**config.mk**
```make
export PLATFORM = sky130hd
export DESIGN_NAME = sample_scheduler_flat
export DESIGN_NICKNAME = d
export VERILOG_FILES = /design/src/rtl/sample_scheduler_if.sv /design/src/rtl/sample_scheduler.sv /design/src/flat_wrapper.sv
export SDC_FILE = /design/constraint.sdc
export NUM_CORES = 1
export LEC_CHECK = 0
export BUFFER_PORTS_ARGS = -buffer_cell sky130_fd_sc_hd__clkbuf_2
export CORE_AREA = 2 2 46 48
export CTS_CLUSTER_DIAMETER = 30
export DETAILED_ROUTE_END_ITERATION = 10
export DIE_AREA = 0 0 48 50
export GPL_TIMING_DRIVEN = 0
export SYNTH_ARGS = -nofsm -noshare
export SYNTH_HDL_FRONTEND = slang
export SYNTH_SLANG_ARGS = --single-unit
```
**constraint.sdc**
```tcl
create_clock -name clk -period 3.3 [get_ports clk]
set_input_delay 0.33 -clock clk [delete_from_list [all_inputs] [get_ports clk]]
set_output_delay 0.33 -clock clk [all_outputs]
set_load 0.01 [all_outputs]
```
**src/rtl/sample_scheduler_if.sv**
```systemverilog
// Handshake bundle between sample_scheduler (master) and the sample datapath /
// clk_counter side (slave). N_CH sizes the channel index exactly as in the scheduler.
interface sample_scheduler_if #(
   parameter int N_CH = 2
);
   localparam int CH_W = (N_CH > 1) ? $clog2(N_CH) : 1;

   logic            i_start;
   logic            i_stop;
   logic            i_tick;
   logic            o_cnt_enable;
   logic            o_req;
   logic [CH_W-1:0] o_ch;
   logic            i_ack;
   logic            o_frame_done;
   logic            o_busy;
   logic            o_overrun;
   logic            i_clr_overrun;
   logic            o_timeout;

   modport master (
      input  i_start, i_stop, i_tick, i_ack, i_clr_overrun,
      output o_cnt_enable, o_req, o_ch, o_frame_done, o_busy, o_overrun, o_timeout
   );

   modport slave (
      output i_start, i_stop, i_tick, i_ack, i_clr_overrun,
      input  o_cnt_enable, o_req, o_ch, o_frame_done, o_busy, o_overrun, o_timeout
   );
endinterface

```
**src/rtl/sample_scheduler.sv**
```systemverilog
// Per-sample sequencer: on each sample-tick rising edge, walks N_CH channels through
// req/ack, then pulses frame-done. Optional ack timeout enabled by SCHED_TIMEOUT_EN.
module sample_scheduler #(
   parameter int N_CH        = 2,
   parameter int ACK_TIMEOUT = 64
) (
   input  logic                clk,
   input  logic                i_rst,
   sample_scheduler_if.master  bus
);
   localparam int CH_W = (N_CH > 1) ? $clog2(N_CH) : 1;
   localparam logic [CH_W-1:0] LAST_CH = CH_W'(N_CH - 1);

   typedef enum logic [1:0] {IDLE, ARMED, REQ, GAP} state_t;

   state_t          state_q, state_n;
   logic            cnt_en_q, cnt_en_n;
   logic            req_q, req_n;
   logic [CH_W-1:0] ch_q, ch_n;
   logic            done_q, done_n;
   logic            overrun_q, overrun_n;
   logic            stop_pend_q, stop_pend_n;
   logic            tick_q;
   logic            tick_rise;
   logic            busy;
   logic            timed_out;
   logic            ack_eff;
   logic            stop_now;

   assign tick_rise = bus.i_tick & ~tick_q;
   assign busy      = (state_q == REQ) || (state_q == GAP);
   assign ack_eff   = bus.i_ack | timed_out;
   // A stop arriving together with the last ack still ends the run after this frame.
   assign stop_now  = stop_pend_q | bus.i_stop;

   // NOTE: every variable gets its default first so no path leaves it unassigned (no latch).
   always_comb begin
      state_n     = state_q;
      cnt_en_n    = cnt_en_q;
      req_n       = req_q;
      ch_n        = ch_q;
      done_n      = 1'b0;
      stop_pend_n = stop_pend_q;
      case (state_q)
         IDLE: begin
            stop_pend_n = 1'b0;
            if (bus.i_start) begin
               state_n  = ARMED;
               cnt_en_n = 1'b1;
            end
         end
         ARMED: begin
            if (bus.i_stop) begin
               state_n  = IDLE;
               cnt_en_n = 1'b0;
            end else if (tick_rise) begin
               state_n = REQ;
               ch_n    = '0;
               req_n   = 1'b1;
            end
         end
         REQ: begin
            if (bus.i_stop) stop_pend_n = 1'b1;
            if (ack_eff) begin
               req_n = 1'b0;
               if (ch_q == LAST_CH) begin
                  done_n = 1'b1;
                  if (stop_now) begin
                     state_n     = IDLE;
                     cnt_en_n    = 1'b0;
                     stop_pend_n = 1'b0;
                  end else begin
                     state_n = ARMED;
                  end
               end else begin
                  ch_n    = ch_q + 1'b1;
                  state_n = GAP;
               end
            end
         end
         GAP: begin
            if (bus.i_stop) stop_pend_n = 1'b1;
            state_n = REQ;
            req_n   = 1'b1;
         end
         default: state_n = IDLE;
      endcase
      // Overrun drops the tick; a coincident clear loses to a new set.
      overrun_n = (overrun_q & ~bus.i_clr_overrun) | (tick_rise & busy);
   end

   // NOTE: sequential state uses non-blocking assignments so all registers update together.
   always_ff @(posedge clk or posedge i_rst) begin
      if (i_rst) begin
         state_q     <= IDLE;
         cnt_en_q    <= 1'b0;
         req_q       <= 1'b0;
         ch_q        <= '0;
         done_q      <= 1'b0;
         overrun_q   <= 1'b0;
         stop_pend_q <= 1'b0;
         tick_q      <= 1'b0;
      end else begin
         state_q     <= state_n;
         cnt_en_q    <= cnt_en_n;
         req_q       <= req_n;
         ch_q        <= ch_n;
         done_q      <= done_n;
         overrun_q   <= overrun_n;
         stop_pend_q <= stop_pend_n;
         tick_q      <= bus.i_tick;
      end
   end

`ifdef SCHED_TIMEOUT_EN
   localparam int TO_W = $clog2(ACK_TIMEOUT + 1);
   logic [TO_W-1:0] to_cnt_q;
   logic            timeout_q;

   // Counter restarts on every entry into REQ; the last waiting cycle acts as the ack.
   assign timed_out = (state_q == REQ) && !bus.i_ack && (to_cnt_q == TO_W'(ACK_TIMEOUT - 1));

   always_ff @(posedge clk or posedge i_rst) begin
      if (i_rst) begin
         to_cnt_q  <= '0;
         timeout_q <= 1'b0;
      end else begin
         to_cnt_q  <= (state_q == REQ && state_n == REQ) ? to_cnt_q + 1'b1 : '0;
         timeout_q <= (timeout_q & ~bus.i_clr_overrun) | timed_out;
      end
   end

   assign bus.o_timeout = timeout_q;
`else
   localparam int unused_ack_timeout = ACK_TIMEOUT;
   assign timed_out     = 1'b0;
   assign bus.o_timeout = 1'b0;
`endif

   assign bus.o_cnt_enable = cnt_en_q;
   assign bus.o_req        = req_q;
   assign bus.o_ch         = ch_q;
   assign bus.o_frame_done = done_q;
   assign bus.o_busy       = busy;
   assign bus.o_overrun    = overrun_q;
endmodule

```
**src/flat_wrapper.sv**
```systemverilog
// flat-port wrapper written by rule: the top's interface ports become plain ports
module sample_scheduler_flat 
#(
   parameter int N_CH        = 2,
   parameter int ACK_TIMEOUT = 64
)
  (clk, i_rst, bus_i_start, bus_i_stop, bus_i_tick, bus_i_ack, bus_i_clr_overrun, bus_o_cnt_enable, bus_o_req, bus_o_ch, bus_o_frame_done, bus_o_busy, bus_o_overrun, bus_o_timeout);
  sample_scheduler_if #(.N_CH(N_CH)) bus_i ();
  input  logic clk;
  input  logic i_rst;
  input wire logic [$bits(bus_i.i_start)-1:0] bus_i_start;
  input wire logic [$bits(bus_i.i_stop)-1:0] bus_i_stop;
  input wire logic [$bits(bus_i.i_tick)-1:0] bus_i_tick;
  input wire logic [$bits(bus_i.i_ack)-1:0] bus_i_ack;
  input wire logic [$bits(bus_i.i_clr_overrun)-1:0] bus_i_clr_overrun;
  output wire logic [$bits(bus_i.o_cnt_enable)-1:0] bus_o_cnt_enable;
  output wire logic [$bits(bus_i.o_req)-1:0] bus_o_req;
  output wire logic [$bits(bus_i.o_ch)-1:0] bus_o_ch;
  output wire logic [$bits(bus_i.o_frame_done)-1:0] bus_o_frame_done;
  output wire logic [$bits(bus_i.o_busy)-1:0] bus_o_busy;
  output wire logic [$bits(bus_i.o_overrun)-1:0] bus_o_overrun;
  output wire logic [$bits(bus_i.o_timeout)-1:0] bus_o_timeout;
  assign bus_i.i_start = bus_i_start;
  assign bus_i.i_stop = bus_i_stop;
  assign bus_i.i_tick = bus_i_tick;
  assign bus_i.i_ack = bus_i_ack;
  assign bus_i.i_clr_overrun = bus_i_clr_overrun;
  assign bus_o_cnt_enable = bus_i.o_cnt_enable;
  assign bus_o_req = bus_i.o_req;
  assign bus_o_ch = bus_i.o_ch;
  assign bus_o_frame_done = bus_i.o_frame_done;
  assign bus_o_busy = bus_i.o_busy;
  assign bus_o_overrun = bus_i.o_overrun;
  assign bus_o_timeout = bus_i.o_timeout;
  sample_scheduler #(.N_CH(N_CH), .ACK_TIMEOUT(ACK_TIMEOUT)) u_core (.clk(clk), .i_rst(i_rst), .bus(bus_i));
endmodule
```
Word level (Yosys, flattened, before mapping)
Index checks and enable logic that the tools add are counted.

word-level totals
  word-level logic and storage cells = 67
  output and inout port bits = 7
  bits of input ports = 7
  bits in registers = 9

operators by class
  add/subtract/negate cells = 1
  mux-type cells = 30
  bitwise gates (word level) = 7
  reduce and logical (&&, ||, !) cells = 10
  equality and inequality tests = 11

operators by type and width
  kind                 number
  $mux 1               20
  $mux 2               5
  $pmux 1 s3           3
  $reduce_bool 3->1    3
  $ne 2x2->1 const B   4
  $pmux 2 s4           1
  $reduce_and 4->1     2
  $ne 2x1->1 const B   3
  $reduce_and 6->1     1
  $eq 2x2->1 const B   2
  $and 1x1->1          3
  $ne 3x2->1 const B   1
  $reduce_and 3->1     1
  $eq 2x1->1 const B   1
  $logic_not 2->1      1
  $not 1->1            2
  $or 1x1->1           2
  $pmux 1 s2           1
  $reduce_bool 2->1    1
  $add 1x1->1 const B  1
  $logic_or 1x1->1     1

Longest topological paths before layout
  word-level depth = 5
  depth in mapped cells = 7
  mapped depth without buffers = 6

Worst setup path before layout
OpenSTA, ideal clock, no wires.

  kind = reg2reg
  from = reg u_core.state_q[0]
  to = reg u_core.state_q[0]
  data arrival time = 1.436 ns
  clock period less this slack = 1.560 ns
  buffers on the path = 1
  library setup time = 0.124 ns
  path slack = 1.740 ns
  stages on the path, launching flop included = 8
  cells stage by stage = dfrtp_1 -> inv_1 -> ha_1 -> buf_6 -> nor2b_1 -> a221o_1 -> a211oi_2 -> a21oi_1

on the way
  word-level cells in the longest chain between the ends = 3
  elaborated cells between the ends (all ways) = 9
  classes of those cells = eq/ne (6); mux (1); reduce/logical (2)

ends and longest elaborated chain
  element                                                    line                     RTL
  start, declared                                            sample_scheduler.sv:16   state_t state_q, state_n;
  start signal, assigned                                     sample_scheduler.sv:104  state_q <= state_n;
  $eq 2x1->1, or another cell as far along                   sample_scheduler.sv:44   case (state_q)
  $ne 3x2->1 (no source line) or $ne 2x2->1 (tied branches)  n/a
  $reduce_and 3->1 (no source line)                          n/a

Parallel ways exist; a longest one is shown, timed or not.
A chain may end at the register's enable or synchronous reset.

Final worst setup path
  from = reg u_core.state_q[0]
  to = out bus_o_busy

on the way
  word-level cells in the longest chain between the ends = 2
  elaborated cells between the ends (all ways) = 3
  classes of those cells = eq/ne (2); reduce/logical (1)

ends and longest elaborated chain
  element               line                    RTL
  $eq 2x2->1            sample_scheduler.sv:31  assign busy = (state_q == REQ) || (state_q == GAP);
  $logic_or 1x1->1 (*)  sample_scheduler.sv:31
  end, declared         flat_wrapper.sv:20      output wire logic [$bits(bus_i.o_busy)-1:0] bus_o_busy;

Mark *: on every way between the ends. The rest lies on a longest branch, timed or not.

==> flow_summary.yaml <==
floorplanning:
  die_w_um: 48
  start_util: 0.284
  chipHeight_um: 50
  dieArea_mm2: 0.00240
  rows: 16
  coreArea_mm2: 0.00190
  pin_count: 14
timing:
  min_period_ns: 1.74
  final-setup-viol-count: 0
  final_max_slew_viol_count: 0
  fin_crit_sh: 0.528
  hold_slack_ns: -0.0000367
  rsz0062_at_grt: "false"
  fin_tns_setup_ns: 0
  hold_violations: 1
  max_freq_mhz: 574
  fin_worst_skew_ns: 0.00201
routing:
  drc_errors: 0
  drtPass1Iterations: 4
  wl_per_cell_um: 10.1
  num_vias: 400
  via_per_inst: 4.12
  drtIter0Drc: 7
  routed_wl_um: 984
  ant_nets: 0
setup_path:
  critical_path.cell_chain: "inv_1 -> ha_1 -> buf_6 -> nor2_1 -> inv_1 -> clkbuf_2"
  end_kind: "output pin"
  cp.arrival_ns: 1.41
  crit_fanout: 10
  reg2reg_to: "u_core.bus.o_cnt_enable"
  r2r_cells: 7
  r2r_setup_slack_ns: 1.60
  crit_top_cell: "inv_1"
  crit_family: "buffers and inverters"
  startpoint_type: "register"
  reg2reg_from: "u_core.state_q[0]"
  cp_slowest_stage_delay_ns: 0.40
  cp.buffers_inverters: 4
  cp.required_ns: 2.97
  crit_slowest_cell: "dfrtp_1"
  crit_type: "register to output pin"
layout:
  n_antenna_cell: 0
  register_area_um2: 225
  final_area_um2: 659
  multiInputGateArea_um2: 258
  fin_util: 0.347
  drive_gt1_frac: 0.314
  nFillCells: 204
  areaGrowthSynthToFinish_pct: 22.3
  nNetsFinal: 83
placed_design:
  dpl-instance-area_um2: 633
  gp_congestion: 0.715
  dp_hpwl_um: 817
  portBuffers: 12
synthesis:
  synth_warnings: 0
  yosysTopAreaCell: "dfrtp_1"
  synthArstFlopShare: 1.00
  yosys-top-cells-area: "dfrtp_1 42%, ha_1 12%, inv_1 7.0%, mux2i_1 3.7%, nor2b_1 3.5%"
  yosys.cell_count.top_type: "inv_1"
  synth_nets: 66
  yosys-top-cells-count: "10 x inv_1, 9 x dfrtp_1, 5 x ha_1"
  seq_area_frac_synth: 0.418
  synth_seq_cells: 9
  synth.distinct_cells: 24
  dominantRegCellSynth: "dfrtp_1"
  synth_edf_count: 0
  synth_top_area_frac: 0.418
  synth_cells: 54
  avgSynthCellArea_um2: 9.99
  syn_area_um2: 539
cts:
  clk_pin_slew_ns: 0.06
  cts_buffer_depth: 2
  cts-resized-gates: 0
  cts_sinks: 9
  ctsRootBufferMaster: "clkbuf_4"
  cts_buffers: 3
  clk_latency_ns: 0.25
  htreeDepth: 1
  tritoncts: "done"
  postCtsHoldBufs: 0
  post_cts_buffers: 0
job:
  cap_violations: 0
global_routing:
  antenna_found_initial: 0
  grt_max_degree: 11
  overflow: 0
  grt_pass1_wl_um: 1570
  grtUsageTotal: 0.0971
  grt_pass1_vias: 365
status:
  outcome: "finished with violations"
  violations: "hold timing"
pwr:
  p_leak_nw: 0.354
  pwr_density_cell_mw_per_mm2: 804
  vdd_drop_max_uv: 228
worst_hold_path:
  hp-class: "input port to async pin"
-- cell families (layout without fill, tap and decap cells) --
logic type                 count (synthesis)  in the layout  synth area share
AOI/OAI and AO/OA                         12             12             0.165
adders and majority gates                  5              5             0.116
buffers and inverters                     12             28             0.104
DFF                                        9              9             0.418
muxes                                      3              3            0.0580
other                                      1              1           0.00695
and+or+nand+nor                           12             12             0.132
-- layer usage --
metal  global-route usage  vias up  wire length, um
met5                    0        -                0
met4               0.0811        0                8
met3               0.0220        2               33
met2                0.131       10              453
met1                0.125      179              489
li1                     -      209                -
-- sequential cells by signal, summed over array words and instances, names as in the netlist --
register and cells:
u_core.stop_pend_q 1, u_core.bus.o_frame_done 1, u_core.tick_q 1, u_core.bus.o_overrun 1, u_core.bus.o_req 1, u_core.bus.o_ch 1
u_core.state_q 2, u_core.bus.o_cnt_enable 1
-- worst max path at each step --
stage                           start                      end  depth (start not counted)
floorplan           u_core.state_q[0]        u_core.state_q[0]                          7
global placement    u_core.state_q[0]  u_core.bus.o_cnt_enable                          7
detailed placement  u_core.state_q[0]  u_core.bus.o_cnt_enable                          7
CTS                 u_core.state_q[0]               bus_o_busy                          6
global route        u_core.state_q[0]               bus_o_busy                          6
finish              u_core.state_q[0]               bus_o_busy                          6
-- through the flow --
step	setup WS, ns	cells	power, mW
3_3_place_gp	1.64	93	0.446
5_1_grt	1.44	97	0.576
6_report	1.56	97	0.530
3_5_place_dp	1.59	93	0.454
4_1_cts	1.55	97	0.539
2_1_floorplan	1.74	54	0.379
-- placed cells by master, fill, tap and decap left out, types with 2 or more instances in the layout --
cell type / synthesis / layout
nor2_1: 2 / 2
nand3_1: 2 / 2
nor2b_1: 3 / 3
o21ai_0: 2 / 2
a21oi_1: 2 / 2
dfrtp_1: 9 / 9
mux2i_1: 2 / 2
ha_1: 5 / 5
clkbuf_4: 0 / 3
o21ai_1: 2 / 2
inv_1: 10 / 10
nand2_1: 2 / 2
clkbuf_2: 0 / 12
-- power by group --
group | internal, mW | switching [mW]
Combinational | 0.125 | 0.146
Clock | 0.0464 | 0.0357
Sequential | 0.148 | 0.0282
Total | 0.320 | 0.210
-- final cells by class --
type / instances / share of cell area
Sequential cell: 9 / 0.342
Multi-Input combinational cell: 33 / 0.391
Buffer: 2 / 0.0285
Inverter: 10 / 0.0569
Tap cell: 27 / 0.0512
Timing Repair Buffer: 12 / 0.0911
Clock buffer: 4 / 0.0398
Power figures use the tool's default switching activity.
